### src/rtl/printf_pipe_splitter.sv
// printf_pipe_splitter
//   Sink side of the 128-bit indication pipe. Messages tagged PRINTF_TAG in
//   word0[31:16] are captured and streamed as 32-bit words on the trace port.
//   Every other message passes straight through to the host pipe.
//   Optional build macro: PRINTF_SPLIT_TIMESTAMP_EN. When it is defined, a
//   free-running cycle counter is latched at capture and the stream carries
//   a timestamp word after word0.
module printf_pipe_splitter #(
  parameter logic [15:0] PRINTF_TAG = 16'h7FFF,
  parameter int          MAX_WORDS  = 4,
  parameter int          ERR_WIDTH  = 16
) (
  input  logic                 CLK,
  input  logic                 nRST,
  input  logic                 in_enq_ena,
  input  logic [127:0]         in_enq_v,
  output logic                 in_enq_rdy,
  output logic                 out_enq_ena,
  output logic [127:0]         out_enq_v,
  input  logic                 out_enq_rdy,
  output logic                 trace_enq_ena,
  output logic [31:0]          trace_enq_v,
  input  logic                 trace_enq_rdy,
  output logic                 busy,
  output logic [ERR_WIDTH-1:0] err_count
);

  localparam logic [2:0] MAX_LEN = 3'(MAX_WORDS);

  typedef enum logic {
    ST_IDLE = 1'b0,
    ST_SEND = 1'b1
  } state_t;

  state_t                state_q, state_d;
  logic [127:0]          hold_q, hold_d;
  logic [2:0]            idx_q, idx_d;
  logic [2:0]            len_q, len_d;
  logic [ERR_WIDTH-1:0]  err_q, err_d;
  logic                  is_printf_s;
  logic                  capture_s;
  logic [2:0]            last_idx_s;
`ifdef PRINTF_SPLIT_TIMESTAMP_EN
  logic [31:0]           cyc_q;
  logic [31:0]           ts_q, ts_d;
  logic [2:0]            idx_m1_s;
`endif

  // Length field to word count: zero becomes one word, oversize is cut to MAX_LEN.
  function automatic logic [2:0] clamp_len(input logic [15:0] raw);
    logic [2:0] len;
    if (raw == 16'd0) begin
      len = 3'd1;
    end else if (raw > 16'(MAX_WORDS)) begin
      len = MAX_LEN;
    end else begin
      len = raw[2:0];
    end
    return len;
  endfunction

  // True when the length field had to be altered by clamp_len.
  function automatic logic len_is_bad(input logic [15:0] raw);
    return (raw == 16'd0) || (raw > 16'(MAX_WORDS));
  endfunction

  assign is_printf_s   = (in_enq_v[31:16] == PRINTF_TAG);
  assign capture_s     = in_enq_ena & is_printf_s & (state_q == ST_IDLE);
  assign busy          = (state_q == ST_SEND);
  assign in_enq_rdy    = ~busy & out_enq_rdy;
  assign out_enq_ena   = in_enq_ena & ~is_printf_s;
  assign out_enq_v     = in_enq_v;
  assign trace_enq_ena = busy & trace_enq_rdy;
  assign err_count     = err_q;

`ifdef PRINTF_SPLIT_TIMESTAMP_EN
  // The timestamp word stretches the stream by one, so the last index is len.
  assign last_idx_s = len_q;
  assign idx_m1_s   = idx_q - 3'd1;

  // Trace word select: rewritten header, timestamp, then payload words 1..len-1.
  always_comb begin
    trace_enq_v = 32'd0;
    case (idx_q)
      3'd0:    trace_enq_v = {hold_q[31:16], 16'(len_q) + 16'd1};
      3'd1:    trace_enq_v = ts_q;
      default: trace_enq_v = hold_q[{idx_m1_s[1:0], 5'd0} +: 32];
    endcase
  end

  // Free-running cycle counter; wraps naturally at 2^32.
  always_ff @(posedge CLK) begin
    if (!nRST) begin
      cyc_q <= 32'd0;
    end else begin
      cyc_q <= cyc_q + 32'd1;
    end
  end
`else
  assign last_idx_s = len_q - 3'd1;

  // Trace word select: the idx-th 32-bit word of the held message.
  always_comb begin
    trace_enq_v = hold_q[{idx_q[1:0], 5'd0} +: 32];
  end
`endif

  // Next-state logic: capture in IDLE, advance one word per accepted trace beat.
  always_comb begin
    state_d = state_q;
    hold_d  = hold_q;
    idx_d   = idx_q;
    len_d   = len_q;
    err_d   = err_q;
`ifdef PRINTF_SPLIT_TIMESTAMP_EN
    ts_d    = ts_q;
`endif
    case (state_q)
      ST_IDLE: begin
        if (capture_s) begin
          state_d = ST_SEND;
          hold_d  = in_enq_v;
          idx_d   = 3'd0;
          len_d   = clamp_len(in_enq_v[15:0]);
`ifdef PRINTF_SPLIT_TIMESTAMP_EN
          ts_d    = cyc_q;
`endif
          if (len_is_bad(in_enq_v[15:0]) && (err_q != {ERR_WIDTH{1'b1}})) begin
            err_d = err_q + ERR_WIDTH'(1);
          end else begin
            err_d = err_q;
          end
        end else begin
          state_d = ST_IDLE;
        end
      end
      ST_SEND: begin
        if (trace_enq_rdy) begin
          idx_d = idx_q + 3'd1;
          if (idx_q == last_idx_s) begin
            state_d = ST_IDLE;
          end else begin
            state_d = ST_SEND;
          end
        end else begin
          state_d = ST_SEND;
        end
      end
      default: begin
        state_d = ST_IDLE;
      end
    endcase
  end

  // State registers with synchronous active-low reset; reset drops any message in flight.
  always_ff @(posedge CLK) begin
    if (!nRST) begin
      state_q <= ST_IDLE;
      hold_q  <= 128'd0;
      idx_q   <= 3'd0;
      len_q   <= 3'd0;
      err_q   <= {ERR_WIDTH{1'b0}};
`ifdef PRINTF_SPLIT_TIMESTAMP_EN
      ts_q    <= 32'd0;
`endif
    end else begin
      state_q <= state_d;
      hold_q  <= hold_d;
      idx_q   <= idx_d;
      len_q   <= len_d;
      err_q   <= err_d;
`ifdef PRINTF_SPLIT_TIMESTAMP_EN
      ts_q    <= ts_d;
`endif
    end
  end

endmodule

### config.mk
export PLATFORM = sky130hd
export DESIGN_NAME = printf_pipe_splitter
export DESIGN_NICKNAME = d
export VERILOG_FILES = /design/src/rtl/printf_pipe_splitter.sv
export SDC_FILE = /design/constraint.sdc
export NUM_CORES = 1
export LEC_CHECK = 0
export CAP_MARGIN = 10
export CORE_ASPECT_RATIO = 1.5
export CORE_UTILIZATION = 35
export CTS_CLUSTER_SIZE = 16
export DETAILED_ROUTE_END_ITERATION = 10
export PLACE_DENSITY = 0.71
export RECOVER_POWER = 25
export SLEW_MARGIN = 5
export SYNTH_ARGS = -nofsm -noshare
export SYNTH_HDL_FRONTEND = slang
export SYNTH_SLANG_ARGS = --single-unit
### constraint.sdc
create_clock -name CLK -period 2 [get_ports CLK]
set_clock_uncertainty 0.1 [all_clocks]
set_input_delay 0.3 -clock CLK [delete_from_list [all_inputs] [get_ports CLK]]
set_output_delay 0.3 -clock CLK [all_outputs]
set_load 0.01 [all_outputs]
==> results.toml <==
[floorplan]
io_pins = 313
start_util_pct = 35.7
die_y_um = 179
rows = 64
die_x_um = 120
core_area_sq_um = 20400
die_area_sq_um = 21400

[logic_synthesis]
yosysWarnings = 0
synthCells = 870
synth_nets = 1006
avgSynthCellArea_sq_um = 8.37
ys_ff_latch = 151
post_synth_num_cell_types = 35
synth_edf_count = 0
syn_area_sq_um = 7280
synthArstFlopShare_pct = 0
ys_seq_area_share_pct = 41.5
synth_flop_cell = "dfxtp_1"

[global_route]
grt_pass1_wl_mm = 32.3
grt_pass1_vias = 6319
grt.total_usage_pct = 19.3
antenna_found_initial = 0
grt_max_degree = 68
overflow = 0

[pwr]
pwr_density_cell_nw_per_um2 = 660
ir_drop_mv = 0.571
power_frac_comb_pct = 10.2
p_sw_mw = 1.58
pwr-share-seq_pct = 41.1
p_total_mw = 7.31
p_int_mw = 5.73
swShare_pct = 21.6
clkPwrFrac_pct = 48.7
leakage_nw = 4.02

[place]
pre_cts_slack_ns = -0.623
placed_area_sq_um = 10200
io_buffers = 312
dp_hpwl_mm = 15.2
routabilityCongestion = 0.773

[timing]
slew_violations = 0
hold_violations = 0
slew_headroom_pct = 67.2
worst_slack_ns = -0.0330
fin_crit_ns = 2.03
fmax_mhz = 492
setup_viol = 11
rsz0062_at_grt = "true"
min_period_over_period_pct = 102
tightest_slew_ns = 0.493
finalHoldWorstSlack_ns = 0.204

[route]
drtIter0Drc = 403
wl_met1_mm = 8.47
vias = 6526
first_pass_iters = 4
wirelength_mm = 21.0
viasPerCell = 4.77
dr_wl_met2_mm = 11.2
maxUsedRoutingLayer = "met4"
wl_per_cell_um = 15.3
drtAntennaViolNets = 0
wl_met3_mm = 1.04
remaining_drc_errors = 0

[setup_path]
worst_ep_required_time_ns = 1.60
crit_path_end_kind = "output port"
start_kind = "flip-flop"
slowest_delay_ns = 0.53
ff2ff_setup_slack_ns = 0.11
crit_chain = "buf_12, mux4_2, buf_6"
worstPathArrival_ns = 1.63
path_class = "reg2out"
cp_max_fo = 6
cp_slowest_cell = "mux4_2"

[worst_hold_path]
hold_class = "in2reg"

[layout]
finalInstanceArea_sq_um = 11100
nFillCells = 1877
fin_util_pct = 54.2
layout.nets = 1228
layout-area-overhead-vs-synth_pct = 52.0
drive_above_1_share_pct = 18.6
diodes = 0

[run]
cap_violations = 0

[cts]
cts_buffer_depth = 2
cts_tree = "built"
clk_pin_slew_worst_paths_ns = 0.06
insertion_delay_ns = 0.41
cts_buffers = 17
numClockSinks = 151
cts_root_buf = "clkbuf_16"
htreeDepth = 4

[run_status]
violations = "negative setup slack"
status = "finished, violations left"
## worst max-delay path, delay by kind of cell, from the launching register on
family | cells | cell delay (ns)
buf+inv | 2 | 0.28
flops | 1 | 0.40
mux | 1 | 0.53
## metal layers
| metal | track usage (%) | vias to the layer above |
|---|---|---|
| met5 | 0 | - |
| met4 | 5.52 | 0 |
| met3 | 4.29 | 12 |
| met2 | 35.8 | 191 |
| met1 | 21.9 | 3093 |
| li1 | - | 3230 |
## cells in the final DEF (no fill, tap or decap), types with 4 or more instances in the layout
cell,n
mux4_2,32
clkbuf_16,17
buf_2,4
nand2b_1,4
inv_1,5
clkdlybuf4s15_1,4
buf_4,55
or3_1,9
nor2_1,37
buf_6,30
nand4_1,10
nand2_1,242
and3_1,5
a21oi_1,125
dlygate4sd3_1,60
mux2i_1,5
buf_12,14
nand3_1,12
bufinv_16,5
clkbuf_2,9
o21ai_0,12
dlygate4sd2_1,9
dlymetal6s2s_1,6
dfxtp_1,147
clkdlybuf4s50_1,192
## Yosys cell counts (5+ instances only)
| master | n | area (sq um) |
|---|---|---|
| nand4_1 | 10 | 62.6 |
| and3_1 | 6 | 37.5 |
| mux4_2 | 32 | 721 |
| clkbuf_1 | 35 | 131 |
| buf_4 | 128 | 961 |
| mux2i_1 | 5 | 50.1 |
| or3_1 | 11 | 68.8 |
| buf_2 | 18 | 90.1 |
| nor2_1 | 38 | 143 |
| dfxtp_1 | 151 | 3020 |
| nand3_1 | 14 | 70.1 |
| a21oi_1 | 128 | 641 |
| o21ai_0 | 12 | 60.1 |
| inv_1 | 5 | 18.8 |
| nand2_1 | 242 | 908 |
## sequential cells by signal, summed over array words and instances (netlist names)
| name | cells |
|---|---|
| err_count | 16 |
| idx_q | 3 |
| hold_q | 128 |
| busy | 1 |
| len_q | 3 |
## path summary, 6_finish.rpt
check,cells after the start,startpoint,end
worst max-delay path,3,idx_q[0],trace_enq_v[2]
worst min-delay path,4,in_enq_v[14],hold_q[14]
worst max register to register,7,err_count[0],err_count[3]
worst min register to register,2,hold_q[127],hold_q[127]
## stage by stage
step                setup TNS (ns)  instances
floorplan                        0        870
global placement            -53.42       1324
detailed placement          -54.59       1324
CTS                          -1.39       1368
global route                 -4.50       1369
finish                     -0.0795       1369
## timing repair
| action | CTS | global route |
|---|---|---|
| setup buffers | 9 | 2 |
| gates cloned | 3 | 0 |
| hold buffers | 0 | 0 |
| resized for setup | 187 | 57 |
| setup endpoints to repair | 50 | 82 |
| pin swaps | 9 | 16 |
## cell type report
class / count / area, sq um / share of cell area [%]
tap: 264 / 330 / 2.98
multi-input combinational: 529 / 3140 / 28.3
inverter: 6 / 25.0 / 0.226
sequential: 151 / 3030 / 27.4
timing repair buffer: 387 / 3880 / 35.1
clock inverter: 13 / 218 / 1.97
clock buffer: 19 / 443 / 4.00
## cells by family after synthesis
logic type               synth area share, %
AO/OA/AOI/OAI                           9.93
XOR/XNOR                               0.722
adder cells (fa/ha/maj)                0.515
buffers and inverters                   16.8
flip-flops                              41.5
multiplexers                            10.6
AND/OR/NAND/NOR                         19.9
## power groups by stage
stage / clock, mW / sequential [mW] / combinational (mW)
2_1_floorplan: 0 / 3.07 / 0.319
3_3_place_gp: 0 / 3.07 / 0.788
3_5_place_dp: 0 / 3.07 / 0.787
4_1_cts: 3.64 / 3.00 / 0.782
5_1_grt: 3.77 / 3.00 / 0.790
6_report: 3.56 / 3.00 / 0.746
(Power assumes the default switching activity.)
